### src/rtl/soc_gpio_display.sv
// Board I/O peripheral: software-written HEX/LED registers, seven-segment decode,
// switch synchronizer and KEY[1] debouncer with a sticky press flag.
module soc_gpio_display #(
  parameter int DEBOUNCE_CYCLES = 16
) (
  input  logic        clk,
  input  logic        reset_n,
  input  logic [3:0]  bus_addr,
  input  logic [31:0] bus_wdata,
  input  logic        bus_wen,
  input  logic        bus_ren,
  output logic [31:0] bus_rdata,
  output logic        bus_ack,
  input  logic [9:0]  sw_in,
  input  logic        key_in,
  output logic [7:0]  hex0,
  output logic [7:0]  hex1,
  output logic [7:0]  hex2,
  output logic [7:0]  hex3,
  output logic [7:0]  hex4,
  output logic [7:0]  hex5,
  output logic [9:0]  ledr
);

  localparam int CW = (DEBOUNCE_CYCLES > 2) ? $clog2(DEBOUNCE_CYCLES) : 1;
  localparam logic [CW-1:0] CNT_MAX = CW'(DEBOUNCE_CYCLES - 1);

  logic [23:0]   hex_value;
  logic [11:0]   hex_ctrl;
  logic [9:0]    led_reg;
  logic [9:0]    sw_meta, sw_sync;
  logic          key_meta, key_sync;
  logic          key_state;
  logic [CW-1:0] db_count;
  logic          press_flag;
  logic [31:0]   read_data;
  logic          request;
  logic          key_accept;
  logic          press_set;
  logic          press_clear;
  logic [7:0]    hex_pat [6];

  assign request     = bus_wen | bus_ren;
  assign key_accept  = (key_sync != key_state) && (db_count == CNT_MAX);
  assign press_set   = key_accept && key_sync;
  assign press_clear = bus_wen && (bus_addr == 4'h4) && bus_wdata[1];

  // Active-high segment font, bit order g,f,e,d,c,b,a.
  function automatic logic [6:0] seg_font(input logic [3:0] n);
    case (n)
      4'h0: seg_font = 7'h3F;
      4'h1: seg_font = 7'h06;
      4'h2: seg_font = 7'h5B;
      4'h3: seg_font = 7'h4F;
      4'h4: seg_font = 7'h66;
      4'h5: seg_font = 7'h6D;
      4'h6: seg_font = 7'h7D;
      4'h7: seg_font = 7'h07;
      4'h8: seg_font = 7'h7F;
      4'h9: seg_font = 7'h6F;
      4'hA: seg_font = 7'h77;
      4'hB: seg_font = 7'h7C;
      4'hC: seg_font = 7'h39;
      4'hD: seg_font = 7'h5E;
      4'hE: seg_font = 7'h79;
      default: seg_font = 7'h71;
    endcase
  endfunction

  always_comb begin
    for (int i = 0; i < 6; i++) begin
      hex_pat[i] = hex_ctrl[i] ? {~hex_ctrl[6+i], ~seg_font(hex_value[4*i +: 4])} : 8'hFF;
    end
  end

  assign hex0 = hex_pat[0];
  assign hex1 = hex_pat[1];
  assign hex2 = hex_pat[2];
  assign hex3 = hex_pat[3];
  assign hex4 = hex_pat[4];
  assign hex5 = hex_pat[5];
  assign ledr = led_reg;

  always_comb begin
    read_data = 32'h0;
    case (bus_addr)
      4'h0: read_data = {8'h0, hex_value};
      4'h1: read_data = {20'h0, hex_ctrl};
      4'h2: read_data = {22'h0, led_reg};
      4'h3: read_data = {22'h0, sw_sync};
      4'h4: read_data = {30'h0, press_flag, key_state};
      default: read_data = 32'h0;
    endcase
  end

  // Reads capture the pre-edge register value, so a combined read/write returns old data.
  always_ff @(posedge clk or negedge reset_n) begin
    if (!reset_n) begin
      hex_value <= '0;
      hex_ctrl  <= '0;
      led_reg   <= '0;
      bus_ack   <= 1'b0;
      bus_rdata <= '0;
    end else begin
      bus_ack   <= request;
      bus_rdata <= (request && bus_ren) ? read_data : 32'h0;
      if (bus_wen) begin
        case (bus_addr)
          4'h0: hex_value <= bus_wdata[23:0];
          4'h1: hex_ctrl  <= bus_wdata[11:0];
          4'h2: led_reg   <= bus_wdata[9:0];
          default: ;
        endcase
      end
    end
  end

  always_ff @(posedge clk or negedge reset_n) begin
    if (!reset_n) begin
      sw_meta  <= '0;
      sw_sync  <= '0;
      key_meta <= 1'b0;
      key_sync <= 1'b0;
    end else begin
      sw_meta  <= sw_in;
      sw_sync  <= sw_meta;
      key_meta <= ~key_in;
      key_sync <= key_meta;
    end
  end

  // A press that completes on the same edge as a clear write keeps the flag set.
  always_ff @(posedge clk or negedge reset_n) begin
    if (!reset_n) begin
      key_state  <= 1'b0;
      db_count   <= '0;
      press_flag <= 1'b0;
    end else begin
      if (key_sync == key_state) begin
        db_count <= '0;
      end else if (key_accept) begin
        key_state <= key_sync;
        db_count  <= '0;
      end else begin
        db_count <= db_count + 1'b1;
      end
      if (press_set) begin
        press_flag <= 1'b1;
      end else if (press_clear) begin
        press_flag <= 1'b0;
      end
    end
  end

endmodule
### config.mk
export PLATFORM = sky130hd
export DESIGN_NAME = soc_gpio_display
export DESIGN_NICKNAME = d
export VERILOG_FILES = /design/src/rtl/soc_gpio_display.sv
export SDC_FILE = /design/constraint.sdc
export NUM_CORES = 1
export LEC_CHECK = 0
export CORE_MARGIN = 10
export CORE_UTILIZATION = 40
export CTS_CLUSTER_DIAMETER = 200
export CTS_CLUSTER_SIZE = 10
export DETAILED_ROUTE_END_ITERATION = 7
export PLACE_DENSITY = 0.73
export RECOVER_POWER = 50
export REMOVE_ABC_BUFFERS = 1
export SYNTH_ARGS = -nofsm -noshare
export SYNTH_HDL_FRONTEND = slang
export SYNTH_SLANG_ARGS = --single-unit
### constraint.sdc
create_clock -name clk -period 4.3 [get_ports clk]
set_clock_uncertainty 0.1 [all_clocks]
set_input_delay 0.86 -clock clk [delete_from_list [all_inputs] [get_ports clk]]
set_output_delay 0.86 -clock clk [all_outputs]
set_load 0.1 [all_outputs]
==> qor.yml <==
synth:
  ys.flop_type: "dfrtp_1"
  synth_area_leaders: "dfrtp_1, mux2_2, ha_1, o211ai_1, mux2i_1"
  synth_top_area_frac: 0.455
  synth.distinct_cells: 45
  synthCells: 500
  avgSynthCellArea_um2: 10.9
  ys_ff_latch: 99
  yosys_warnings: 0
  netlist_area_mm2: 0.00544
  ys_seq_area_frac: 0.455
  async_flop_share: 1.00
  synth_top_cell_by_area: "dfrtp_1"
  synth-edff-count: 0
place:
  hpwl_mm: 10.3
  pre_cts_ws_ns: 0.945
  io_buffers: 125
  gp_congestion: 0.849
pwr:
  power_density_mw_per_mm2: 618
  p_leak_nw: 3.07
  total_power_w: 0.00428
  peakVddDrop_mv: 0.469
clock_network:
  cts_buffers: 9
  root_buffer: "clkbuf_16"
  cts.clk_slew.worst_paths_ns: 0.07
  post_cts_resized: 0
  insertion_delay_ns: 0.34
  clockBufferDepth: 2
  cts_tree: "built"
  htreeDepth: 3
  cts_setup_buffers: 0
  cts.hold.buffers_added: 0
  clock-sinks: 99
critical_path:
  startpoint: "hex_value[20]"
  rr_startpoint: "db_count[0]"
  cp_max_fo: 6
  rrSetupSlack_ns: 2.95
  critPathBufInv: 2
  arrival_ns: 2.75
  slowest_delay_ns: 0.97
  crit_type: "flip-flop to primary output"
  slowest_stage: "clkdlybuf4s50_1"
  cp-start-kind: "flip-flop"
  end_kind: "primary output"
  worstPathCellList: "inv_1 -> ha_1 -> mux2_2 -> a221o_1 -> clkdlybuf4s50_1"
  cp_top_family: "buffers and inverters"
  cp.required_ns: 3.34
sta:
  min_period_ns: 3.71
  max_slew_margin: -0.102
  rsz0062_at_grt: "no"
  setup_viol: 0
  tightest_slew_ns: 1.65
  fmax_mhz: 269
  setup_slack_ns: 0.588
  report.final.hold_viol_count: 0
  timing.final.crit_share: 0.863
  drv_slew: 92
drt:
  wl_mm: 13.9
  vias: 4049
  viasPerCell: 5.14
  drt_iter0_drc: 183
  wl_per_cell_um: 17.6
  drt_pass1_iterations: 4
  ant_nets: 0
  drc: 0
grt:
  grt_pass1_wl_mm: 22.1
  antenna_found_initial: 2
  grt_pass1_vias: 4219
  grtUsageTotal: 0.149
  grt_max_degree: 65
  grt-ovfl-total: 0
final_layout:
  fin_util: 0.521
  drive_above_1_share: 0.192
  synthToLayoutAreaGrowth_pct: 27.3
  mostFrequentLayoutCells: "dfrtp_1, clkdlybuf4s50_1, mux2_2, buf_4, o211ai_1"
  fin_nets: 692
  fill_cells: 1159
  final_common_cell: "dfrtp_1"
floorplanning:
  rows: 42
  fp.coreArea_mm2: 0.0133
  die_x_um: 137
  die_h_um: 137
  die-area_mm2: 0.0187
  io_pins: 142
  initial_core_util: 0.409
run_status:
  violations: "capacitance limit, slew limit"
  outcome: "finished, violations left"
hold_path:
  hold_path.class: "flip-flop to flip-flop"
  hp-start: "sw_meta[1]"
job:
  maxCapViolCount: 2
-- final timing paths --
kind / end / cells after the start
min in group asynchronous: bus_rdata[1] / 1
setup reg to reg: key_state / 3
max in group asynchronous: sw_meta[8] / 2
hold / removal: sw_sync[1] / 0
hold reg to reg: sw_sync[1] / 0
setup / recovery: hex5[6] / 5
-- synthesized netlist by cell type, types with 2 or more instances --
master     n
mux2i_1   25
nand2b_1   8
nor2b_1    9
inv_1     27
nand4b_1   3
nand3b_1   4
a21oi_1   18
ha_1      37
nor3b_1    2
buf_1      2
nand3_1   17
a211o_1    2
clkbuf_1  20
buf_2      7
o311ai_0   3
and2_1    12
o22a_1     8
o211ai_1  38
xnor2_1    2
a21o_1     4
nor2_1    26
nand2_1   27
nor3_1     3
dfrtp_1   99
mux2_1     3
o21ai_0   10
buf_4     12
mux2_2    55
-- layer usage --
layer / global-route usage / part of all wire / up-vias
li1: - / - / 1942
met1: 0.181 / 0.42 / 1985
met2: 0.239 / 0.48 / 110
met3: 0.0576 / 0.081 / 12
met4: 0.0479 / 0.013 / 0
met5: 0 / 0 / -
-- final cells by class --
type	count	area, um^2	area share
flip-flops and latches	99	2480	0.358
clock inverters	6	66.3	0.00958
well taps	176	220	0.0318
repair buffers	128	1150	0.167
clock buffers	10	229	0.0331
diodes	2	5.00	0.000723
inverters	27	101	0.0146
multi-input cells	339	2670	0.385
-- worst register-to-register path, stage by stage (launching register included) --
cell,delay [ns]
dfrtp_1,0.41
ha_1,0.25
nand3_1,0.13
mux2_2,0.34
-- sequential cells by signal, indices dropped and copies added, names as in the netlist --
| register | cells |
|---|---|
| ledr | 10 |
| press_flag | 1 |
| sw_meta | 10 |
| key_sync | 1 |
| hex_value | 24 |
| key_state | 1 |
| sw_sync | 10 |
| bus_ack | 1 |
| hex_ctrl | 12 |
| key_meta | 1 |
| bus_rdata | 24 |
| db_count | 4 |
-- report_power, final --
part / internal [W] / leakage (nW) / total, W / switching [W]
logic: 0.000566 / 1.68 / 0.00220 / 0.00163
clock network: 0.000452 / 0.146 / 0.000798 / 0.000346
registers: 0.00105 / 1.24 / 0.00128 / 0.000232
total: 0.00207 / 3.07 / 0.00428 / 0.00221
-- metrics by stage --
stage | cell area (um^2) | hold slack (ns) | instances | TNS, ns
after detailed placement | 6640 | 0.235 | 769 | 0
after global routing | 6920 | 0.253 | 787 | 0
after floorplan | 5250 | 0.231 | 465 | -2.86
after CTS | 6930 | 0.251 | 785 | 0
final | 6920 | 0.250 | 787 | 0
after global placement | 6640 | 0.235 | 769 | 0
-- cell families after synthesis --
kind of cell | Yosys count | synth area share
other cells | 1 | 0.000689
fa+ha+maj | 37 | 0.0851
simple gates | 118 | 0.113
buf+inv | 69 | 0.0589
xor+xnor | 2 | 0.00322
compound gates | 91 | 0.117
mux | 83 | 0.166
flops | 99 | 0.455
(Power assumes the default switching activity.)
